$ cat config.mk
export PLATFORM = sky130hd
export DESIGN_NAME = dm_store_buffer
export DESIGN_NICKNAME = d
export VERILOG_FILES = /design/src/rtl/p5_mem_pkg.sv /design/src/rtl/store_buf_fwd.sv /design/src/rtl/dm_store_buffer.sv
export SDC_FILE = /design/constraint.sdc
export NUM_CORES = 1
export LEC_CHECK = 0
export CAP_MARGIN = 5
export CORE_MARGIN = 2
export CORE_UTILIZATION = 40
export DETAILED_ROUTE_END_ITERATION = 10
export SYNTH_ARGS = -nofsm -noshare
export SYNTH_HDL_FRONTEND = slang
export SYNTH_HIERARCHICAL = 1
export SYNTH_SLANG_ARGS = --single-unit
$ cat constraint.sdc
create_clock -name clk -period 4.5 [get_ports clk]
set_input_delay 0.675 -clock clk [delete_from_list [all_inputs] [get_ports clk]]
set_output_delay 0.675 -clock clk [all_outputs]
set_load 0.01 [all_outputs]
$ cat src/rtl/p5_mem_pkg.sv
// Shared memory-side types for the MEM stage / data-memory path.
package p5_mem_pkg;

  localparam int unsigned DM_AW = 10;

  typedef logic [31:0] word_t;

  typedef struct packed {
    logic             valid;
    logic [DM_AW-1:0] addr;
    word_t            data;
  } sb_entry_t;

endpackage

$ cat src/rtl/store_buf_fwd.sv
// Store-buffer forwarding: finds the youngest valid entry whose address
// matches the load address.
module store_buf_fwd
  import p5_mem_pkg::*;
#(
  parameter int unsigned DEPTH = 4,
  parameter int unsigned PW    = $clog2(DEPTH)
) (
  input  sb_entry_t        entries [DEPTH],
  input  logic [PW-1:0]    head,
  input  logic [PW:0]      count,
  input  logic [DM_AW-1:0] ld_addr,
  output logic             hit,
  output word_t            data
);

  // Walks oldest to youngest and lets later matches override earlier ones.
  // The result equals a tail-1 backwards priority scan.
  always_comb begin
    hit  = 1'b0;
    data = '0;
    for (int unsigned i = 0; i < DEPTH; i++) begin
      logic [PW-1:0] idx;
      idx = head + PW'(i);
      if (((PW+1)'(i) < count) && entries[idx].valid &&
          (entries[idx].addr == ld_addr)) begin
        hit  = 1'b1;
        data = entries[idx].data;
      end
    end
  end

endmodule

$ cat src/rtl/dm_store_buffer.sv
// In-order store buffer between the MEM stage and the data memory.
// Stores are queued and retired one per cycle while no load uses the DM port;
// loads hitting buffered words are forwarded from the youngest match.
module dm_store_buffer
  import p5_mem_pkg::*;
#(
  parameter int unsigned DEPTH = 4,
  parameter int unsigned AW    = 10
) (
  input  logic          clk,
  input  logic          reset_n,
  input  logic          st_valid,
  input  logic [AW-1:0] st_addr,
  input  logic [31:0]   st_data,
  output logic          st_ready,
  input  logic          ld_valid,
  input  logic [AW-1:0] ld_addr,
  output logic [31:0]   ld_data,
  output logic          ld_hit,
  output logic          empty,
  output logic [AW-1:0] dm_addr,
  output logic [31:0]   dm_din,
  output logic          dm_we,
  input  logic [31:0]   dm_dout
);

  localparam int unsigned PW = $clog2(DEPTH);

  sb_entry_t     entries_q [DEPTH];
  sb_entry_t     entries_d [DEPTH];
  logic [PW-1:0] head_q, head_d;
  logic [PW-1:0] tail_q, tail_d;
  logic [PW:0]   count_q, count_d;

  logic  full;
  logic  do_enq;
  logic  do_drain;
  logic  fwd_hit;
  word_t fwd_data;

  assign full     = (count_q == (PW+1)'(DEPTH));
  assign empty    = (count_q == '0);
  assign st_ready = !full;
  assign do_enq   = st_valid && st_ready;
  assign do_drain = !ld_valid && !empty;

  store_buf_fwd #(
    .DEPTH (DEPTH),
    .PW    (PW)
  ) u_fwd (
    .entries (entries_q),
    .head    (head_q),
    .count   (count_q),
    .ld_addr (DM_AW'(ld_addr)),
    .hit     (fwd_hit),
    .data    (fwd_data)
  );

  // Load result and DM port muxing: a load owns the port, otherwise drain head.
  always_comb begin
    ld_hit  = ld_valid && fwd_hit;
    ld_data = ld_hit ? fwd_data : dm_dout;
    dm_din  = entries_q[head_q].data;
    dm_we   = do_drain;
    dm_addr = ld_valid ? ld_addr : AW'(entries_q[head_q].addr);
  end

  // Next-state for entries, pointers and occupancy.
  always_comb begin
    entries_d = entries_q;
    head_d    = head_q;
    tail_d    = tail_q;
    count_d   = count_q;
    if (do_enq) begin
      entries_d[tail_q].valid = 1'b1;
      entries_d[tail_q].addr  = DM_AW'(st_addr);
      entries_d[tail_q].data  = st_data;
      tail_d                  = tail_q + PW'(1);
    end
    if (do_drain) begin
      entries_d[head_q].valid = 1'b0;
      head_d                  = head_q + PW'(1);
    end
    case ({do_enq, do_drain})
      2'b10:   count_d = count_q + (PW+1)'(1);
      2'b01:   count_d = count_q - (PW+1)'(1);
      default: count_d = count_q;
    endcase
  end

  // State registers; reset discards all pending stores.
  always_ff @(posedge clk or negedge reset_n) begin
    if (!reset_n) begin
      entries_q <= '{default: '0};
      head_q    <= '0;
      tail_q    <= '0;
      count_q   <= '0;
    end else begin
      entries_q <= entries_d;
      head_q    <= head_d;
      tail_q    <= tail_d;
      count_q   <= count_d;
    end
  end

endmodule

# After elaboration in Yosys (flattened, before gate mapping)
# Cells that the tools add are included.
# word_totals
inputBits,88
elab_cells,99
out_inout_bits,78
ff_bits,179
# op_classes
n_mux,37
n_bitwise,5
n_reduce_logical,18
order_cmp,11
n_addsub,6
n_eq_ne,7
# op_table
op,count
$bwmux 172,4
$mux 43,10
$bmux 43 s2,4
$demux 43 s2,4
$mux 172,2
$mux 32,6
$mux 42,1
$eq 10x10->1,4
$ge 3x3->1 const B,5
$not 2->3,5
$logic_and 1x1->1,13
$mux 10,1
$lt 1x3->1 const A,2
$lt 2x3->1 const A,2
$lt 3x1->1 const B,2
$pmux 3 s2,1
$add 2x1->2 const B,2
$add 2x2->2 const B,2
$mux 1,4
$add 3x1->3 const B,1
$eq 3x3->1 const B,1
$logic_not 1->1,3
$logic_not 3->1,1
$sub 3x1->3 const B,1
3 further kinds,3

# Longest topological paths before layout
# logic_depth
ltp_word,12
depth_mapped,14

# Hierarchy
# Netlist, hierarchy kept.
# modules_own_cells
mod,instances,cells_each,area_per_inst_um2
dm_store_buffer,1,541,9206.3
store_buf_fwd,1,686,5144.9

# Worst setup path after synthesis
# No wires, ideal clock.
# synth_path
kind,flip-flop to output port
startpoint,register head_q[1]
endpoint,output ld_data[10]
arrival_time_ns,3.234
stages_incl_launch_ff,15
required_time_ns,3.825
path_buffers,6
path_slack_ns,0.591
path_cell_list,dfrtp_1 > buf_6 > buf_6 > buf_6 > mux2i_2 > o22ai_1 > a2111oi_0 > a31oi_1 > nor4b_2 > buf_2 > buf_2 > nand3b_1 > nand2_1 > buf_1 > mux2_2
# synth_via
elab_chain_cells,12
elab_cells_between_ends,41
cone_classes,3 x add/sub; 4 x eq/ne; 21 x mux; 4 x bitwise; 9 x reduce/logical
# synth_lines
element,line,rtl
from (decl),dm_store_buffer.sv:31,"logic [PW-1:0] head_q, head_d;"
from (signal assigned),dm_store_buffer.sv:95,head_q <= '0;
from (signal assigned),dm_store_buffer.sv:100,head_q <= head_d;
$add 2x1->2 / $not 2->3 (equally long branches),"store_buf_fwd.sv:24, store_buf_fwd.sv:25, store_buf_fwd.sv:26",
$not 2->3 (implied by the code) / $bmux 43 s2 (equally long branches),"store_buf_fwd.sv:25, store_buf_fwd.sv:26",
$bmux 43 s2 / $mux 43 (equally long branches),"store_buf_fwd.sv:25, store_buf_fwd.sv:26, store_buf_fwd.sv:28",
$mux 43 (implied by the code),store_buf_fwd.sv:28,data = entries[idx].data;
$mux 43 (implied by the code) (tied with other cells),store_buf_fwd.sv:28,
$eq 10x10->1 / $logic_and 1x1->1 (equally long branches),"store_buf_fwd.sv:26, store_buf_fwd.sv:25",
$logic_and 1x1->1 / $mux 1 (equally long branches),store_buf_fwd.sv:25,if (((PW+1)'(i) < count) && entries[idx].valid &&
$mux 1 (2 in series),store_buf_fwd.sv:25,
$mux 1 (*),store_buf_fwd.sv:25,
via fwd_hit,dm_store_buffer.sv:38,logic fwd_hit;
$logic_and 1x1->1 (*),dm_store_buffer.sv:61,ld_hit = ld_valid && fwd_hit;
$mux 32 (*),dm_store_buffer.sv:62,ld_data = ld_hit ? fwd_data : dm_dout;
to (decl),dm_store_buffer.sv:18,"output logic [31:0] ld_data,"
# Mark *: on every way through the listed nets, which the timed path passes. The rest lies on a longest branch. The select of a mux whose other input is x is not followed.

# Worst setup path in the final report
# layout_path
startpoint,register head_q[1]
endpoint,output ld_data[23]
# layout_via
elab_cells_between_ends,41
cone_classes,3 x add/sub; 4 x eq/ne; 21 x mux; 4 x bitwise; 9 x reduce/logical
# layout_rtl
element,line,rtl
$add 2x1->2 / $not 2->3 (equally long branches),n/a,
$not 2->3 (implied by the code) / $bmux 43 s2 (equally long branches),"store_buf_fwd.sv:25, store_buf_fwd.sv:26, store_buf_fwd.sv:28",
$bmux 43 s2 / $mux 43 (equally long branches),"store_buf_fwd.sv:25, store_buf_fwd.sv:26, store_buf_fwd.sv:28",
$mux 43 (implied by the code),store_buf_fwd.sv:28,
$mux 43 (implied by the code) (tied with other cells),store_buf_fwd.sv:28,
$eq 10x10->1 / $logic_and 1x1->1 (equally long branches),"store_buf_fwd.sv:26, store_buf_fwd.sv:25",
$logic_and 1x1->1 / $mux 32 (equally long branches),store_buf_fwd.sv:25,
$mux 32 (2 in series),store_buf_fwd.sv:25,
$mux 32 (*),store_buf_fwd.sv:25,
via fwd_data[23],dm_store_buffer.sv:39,word_t fwd_data;
$mux 32 (*),dm_store_buffer.sv:62,
# Marks and branches as above.

==> impl_metrics.py <==
metrics = {
    "run_status": {
        "status": "finished with violations",
        "violations": "setup timing",
    },
    "timing": {
        "finalSetupViolCount": 18,
        "relSlewSlack_pct": 23.13,
        "min_period_over_period_pct": 102.2,
        "hold_viol": 0,
        "max_freq_mhz": 217.4,
        "layout_min_cycle_time_ps": 4600,
        "maxSlewViolCount": 0,
        "rsz0062_at_grt": "true",
        "worstMarginPinSlew_ps": 1153,
        "skew_ps": 8.883,
        "fin_ws_ps": -99.96,
    },
    "place": {
        "hpwl_um": 26110,
        "dp_cells": 1842,
        "pre_cts_ws_ps": -395.7,
        "portBuffers": 165,
        "place.gp.congestion": 0.8994,
    },
    "yosys": {
        "ys_warn_count": 6,
        "synth-seq-cells": 179,
        "synth_common_cells": "dfrtp_1 (179), mux2_4 (156), mux2_2 (126)",
        "yosysTopAreaCell": "dfrtp_1",
        "synth_edf_count": 0,
        "synth_top_area_share_pct": 31.21,
        "synth_flop_cell": "dfrtp_1",
        "syn_inst": 1227,
        "yosysSeqAreaShare_pct": 31.21,
        "synth_area_sq_um": 14350,
        "synthArstFlopShare_pct": 100.0,
        "yosysMostFrequentCell": "dfrtp_1",
        "synth_nets": 1325,
        "synth.area.top_cells": "dfrtp_1 (31%), mux2_4 (16%), mux2_2 (9.9%), mux2i_1 (8.6%), mux4_2 (5.6%)",
        "syn_avg_cell_area_sq_um": 11.70,
        "ys_types": 60,
    },
    "final_layout": {
        "fin_nets": 1549,
        "drive_gt1_share_pct": 43.34,
        "final_util_pct": 52.58,
        "fillerInstances": 3019,
        "instances_no_fill": 1925,
        "area_delta_synth_final_pct": 29.99,
    },
    "floorplanning": {
        "initial_core_util_pct": 40.45,
        "dieHeight_um": 193.4,
        "io_pins": 166,
        "coreArea_sq_um": 35480,
        "dieArea_sq_um": 37410,
        "die_x_um": 193.4,
        "num_rows": 69,
    },
    "clock_tree": {
        "path_clk_slew_ps": 70,
        "tritoncts": "built",
        "cts_sinks": 179,
        "clock_latency_ps": 450,
        "hold_buffers": 0,
        "cts.htree.levels": 4,
        "root_buffer": "clkbuf_16",
        "cts_buffers": 17,
        "clockBufferDepth": 2,
    },
    "route": {
        "vias_per_cell": 5.790,
        "routed.top_layer": "met5",
        "avgRoutedWirePerCell_um": 21.74,
        "drtPass1Iterations": 5,
        "drtIter0Drc": 703,
        "drc": 0,
        "met3_length_um": 2178,
        "wl_met1_um": 18920,
        "num_vias": 11150,
        "wl_met2_um": 19710,
        "drtAntennaViolNets": 0,
        "wl_um": 41850,
    },
    "power_and_ir_drop": {
        "leakage_nw": 7.787,
        "seqPwrFrac_pct": 24.8,
        "clockPowerShare_pct": 11.8,
        "p_per_area_nw_per_um2": 751.2,
        "intPower_w": 0.008438,
        "p_sw_w": 0.005576,
        "power_frac_comb_pct": 63.3,
        "ir_drop_mv": 0.4035,
        "switching_share_pct": 39.79,
    },
    "worst_setup_path": {
        "crit_family": "buffers and inverters",
        "worstPathRequired_ps": 3830,
        "worstRegToRegCells": 3,
        "worst-path-buf-inv": 8,
        "cp_cell_sequence": "buf_6 > buf_12 > mux2i_4 > buf_6 > xnor2_2 > nor4_2 > a22oi_2 > nor4_4 > buf_4 > buf_6 > buf_4 > nor3_1 > buf_12 > and2_1 > a221o_1 > mux2_4 > buf_6",
        "cpPeakStageDelay_ps": 540,
        "critPathSlowestCell": "dfrtp_4",
        "crit_path_end_kind": "output port",
        "crit_type": "flip-flop to output port",
        "cp.depth": 17,
        "critPathArrivalTime_ps": 3920,
        "path_common_cell": "buf_6",
        "cp_max_fo": 7,
        "startpoint_type": "flip-flop",
    },
    "global_routing": {
        "grt_max_degree": 114,
        "grt_pass1_vias": 11180,
        "grt_pass1_wl_um": 65380,
        "grt_usage_pct": 21.93,
        "antenna_found_initial": 2,
        "overflow": 0,
    },
    "run": {
        "drv_cap": 0,
    },
    "worst_hold_path": {
        "hp-class": "input pin to async pin",
    },
}
==> through the flow <==
step | area [sq um] | hold slack [ps] | TNS, ps | total power, W
6_report | 18660 | 339.1 | -1107 | 0.01401
5_1_grt | 18660 | 475.1 | -4362 | 0.01481
4_1_cts | 18220 | 429.2 | -769.5 | 0.01370
3_5_place_dp | 16790 | 535.8 | -10880 | 0.01147
3_3_place_gp | 16790 | 525.0 | -12880 | 0.01137
2_1_floorplan | 14350 | 379.4 | 0 | 0.009003
==> final timing paths <==
kind	slack, ps	to	start
worst min-delay path	340	async pin	reset_n
worst max register to register	2140	flip-flop	count_q[2]
min in group clk	550	tail_q[0]	tail_q[0]
max in group asynchronous	3100	async pin	reset_n
worst max-delay path	-100	ld_data[23]	head_q[1]
worst min register to register	550	tail_q[0]	tail_q[0]
==> per-layer routing <==
layer / up-vias / track usage, %
met3: 59 / 3.801
met4: 2 / 6.616
met5: - / 0
met1: 5628 / 30.29
li1: 5121 / -
met2: 336 / 35.19
==> repair_timing <==
item,CTS,global route
buffers inserted,38,10
endpoints found under the setup margin,33,34
gates resized for setup,232,90
cloned,4,1
pin swaps,23,21
==> cells by family (layout without fill, tap and decap cells) <==
kind of cell             count (synthesis)  count (layout)  synth area share [%]
XOR/XNOR                                49              49                 2.990
flip-flops                             179             179                 31.21
adder cells (fa/ha/maj)                 10              10                0.9242
multiplexers                           442             442                 40.53
AND/OR/NAND/NOR                        169             170                 6.687
AO/OA/AOI/OAI                          240             240                 11.33
other                                    0               1                     0
buffers and inverters                  138             373                 6.321
==> cell type report <==
type	count	area (sq um)	area share, %
diodes	1	2.502	0.01341
clock buffers	18	439.2	2.354
clock inverters	13	192.7	1.033
inverters	21	81.33	0.4359
multi-input cells	911	9590	51.41
flip-flops and latches	179	4487	24.05
well taps	461	576.8	3.092
repair buffers	321	3286	17.61
==> power by group through the flow <==
stage | Combinational [W] | Clock, W | Sequential [W]
floorplan | 0.00593 | 0 | 0.00307
global route | 0.00942 | 0.00175 | 0.00365
finish | 0.00887 | 0.00166 | 0.00348
CTS | 0.00855 | 0.00170 | 0.00345
global placement | 0.00794 | 0 | 0.00343
detailed placement | 0.00802 | 0 | 0.00346
==> cell usage in the layout (no fill, tap or decap), types with 27 or more instances in the layout <==
cell	synthesis	layout
mux2_2	126	110
a221oi_1	43	36
dfrtp_1	179	177
xnor2_1	31	27
mux2_4	156	172
nor3_1	39	37
a21oi_1	54	52
mux2i_1	123	107
mux4_2	36	36
buf_4	7	97
clkdlybuf4s50_1	0	131
nor2b_1	28	28
o21ai_0	53	36
buf_6	9	40
Power figures use the tool's default switching activity.
==> RTL change (same flow settings) <==
`DM_AW`: 10 -> 9.
--- a/src/rtl/p5_mem_pkg.sv
+++ b/src/rtl/p5_mem_pkg.sv
@@ -2,5 +2,5 @@
 package p5_mem_pkg;
 
-  localparam int unsigned DM_AW = 10;
+  localparam int unsigned DM_AW = 9;
 
   typedef logic [31:0] word_t;
Behaviour: not the same (a bounded check fails within 4 cycles, from zero or initial values and one cycle with reset_n low).
==> RTL change against the unedited design <==
- the run still ends with negative setup slack left
- area after synthesis increased by 6.6%
- setup slack got worse by 0.036 ns
- routed wire length increased by 12%
- cell area increased by 8.9%
- combinational power increased by 7.4%
- count of clock-buffer cells in the layout increased by 3
- first-iteration DRC count decreased by 5.3%
- largest power group unchanged
- die area increased by 6.5%
- register-to-register slack got worse by 0.02 ns
- total power increased by 2.7%
- sequential cell count decreased by 4
==> RTL change: results (changes against the unedited design) <==
Place
  • DP Worst Slack: -0.544 ns (-0.149 ns)
  • I/O Buffers: 164 (-0.61%)
  • GP Congestion: 0.802 (-11%)
  • DP Cell Count: 1,872 (+1.6%)
  • Area after DPL: 17,500 µm² (+4.3%)
  • Detail Placement HPWL: 27,900 µm (+6.7%)

Timing
  • Final TNS setup: -2.65 ns (-1.54 ns)
  • Worst Slack Setup Final: -0.136 ns (-0.0362 ns)
  • Hold WS: 0.181 ns (-0.159 ns)
  • Worst Max-Slew Pin Slew: 1.11 ns (-0.0435 ns)
  • Clock Skew: 0.0105 ns (+0.00164 ns)
  • Setup-failing EPs final: 32 (+14)

Synth
  • Post-synthesis compound-gate area fraction: 9.64% (-1.7 points)
  • Sequential fraction of the synthesis area: 28.6% (-2.6 points)
  • Post-Synth Adder-Cell Area: 0.867% (-0.057 points)
  • Synth Register Bits: 175 (-2.2%)
  • Top cells by count, synth: 175 x dfrtp_1, 156 x mux2_4, 126 x mux2i_1
  • Mapped Nets: 1,313 (-0.91%)
  • Post-synthesis xor/xnor area fraction: 2.75% (-0.24 points)
  • Multiplexer share of the synthesized area: 40.1% (-0.39 points)
  • Netlist cell types: 66 (+10%)
  • Largest cells by area after synthesis: dfrtp_1 29%, mux2_4 15%, mux2i_1 8.2%
  • Mean Syn Cell Area: 12.6 µm² (+7.7%)

Run status
  • Status: finished, violations left
  • Failing checks: negative setup slack

Pwr
  • Logic power comb: 0.00953 W (+7.4%)
  • Switching power: 0.00567 W (+1.6%)
  • Seq pwr: 0.00330 W (-5%)
  • Tot Pwr: 0.0144 W (+2.7%)
  • P_leak: 8.80 nW (+13%)
  • Max rail drop VDD: 0.000446 V (+10%)

Worst setup path
  • CP endpoint: ld_data[5]
  • R2r setup slk: 2.12 ns (-0.02 ns)
  • Crit path from: head_q[0]
  • Worst path top cell family by delay: buffers and inverters
  • FF-to-FF path depth: 8 (+5)
  • Slowest-stage cell, CP: or4_4
  • Max stage delay on crit path: 0.63 ns (+0.09 ns)
  • Worst Path Arrival: 3.96 ns (+0.04 ns)

Finish
  • Clk tree area frac: 2.99% (-0.40 points)
  • Signal buffers share of area: 20.5% (+2.9 points)
  • Clkbuf count: 21 (+3)
  • Fin area: 20,300 µm² (+8.9%)
  • Diode count: 3 (+2)
  • #MultiIn Comb: 882 (-3.2%)
  • Layout cells sized above 1: 47.5% (+4.2 points)
  • Count of plain and timing-repair buffers in the layout: 379 (+18%)
  • Inverters: 22 (+4.8%)
  • Area occupied by multi-input gates: 10,400 µm² (+8.7%)
  • Filler cells: 3,178 (+5.3%)

Global route
  • Initial antenna violation count: 4 (+2)
  • GR Layer Usage met2: 37.5% (+2.3 points)
  • First-pass GRT wire length: 70,500 µm (+7.9%)
  • Met1 GRT Util: 31.4% (+1.1 points)
  • Tot GR Track Use: 23.0% (+1.1 points)

Detailed routing
  • WL/cell: 23.3 µm (+7.3%)
  • Initial DRC count: 666 (-5.3%)
  • DR vias/cell: 5.89 (+1.8%)

CTS
  • Total CTS buffers: 17 (unchanged)
[RTL change: cell count changes after synthesis, moves of 13 or more]
cell and change:
and4b_1 +13, buf_6 +13, o2111ai_1 +28, mux2_2 -27
a221oi_1 -34, and3b_1 +18, nand3_1 -13, or3_1 +32
a21oi_1 -54, o221ai_2 +13, a311oi_1 +31, o311a_1 +32
o21ai_0 -52
[RTL change: timing repair]
| action | CTS | global route |
|---|---|---|
| hold buffers | 0 | 0 |
| pin swaps | 65 | 45 |
| resized for setup | 274 | 91 |
| endpoints found under the setup margin | 33 | 52 |
| buffers inserted | 50 | 31 |
| gates cloned | 10 | 10 |
[RTL change: layer usage]
layer / vias to the layer above / wire length [µm] / share of wire, %
met5: - / 11 / 0.024
met4: 2 / 1020 / 2.2
met3: 64 / 2280 / 4.9
met2: 351 / 22400 / 48
met1: 6080 / 21000 / 45
li1: 5302 / - / -
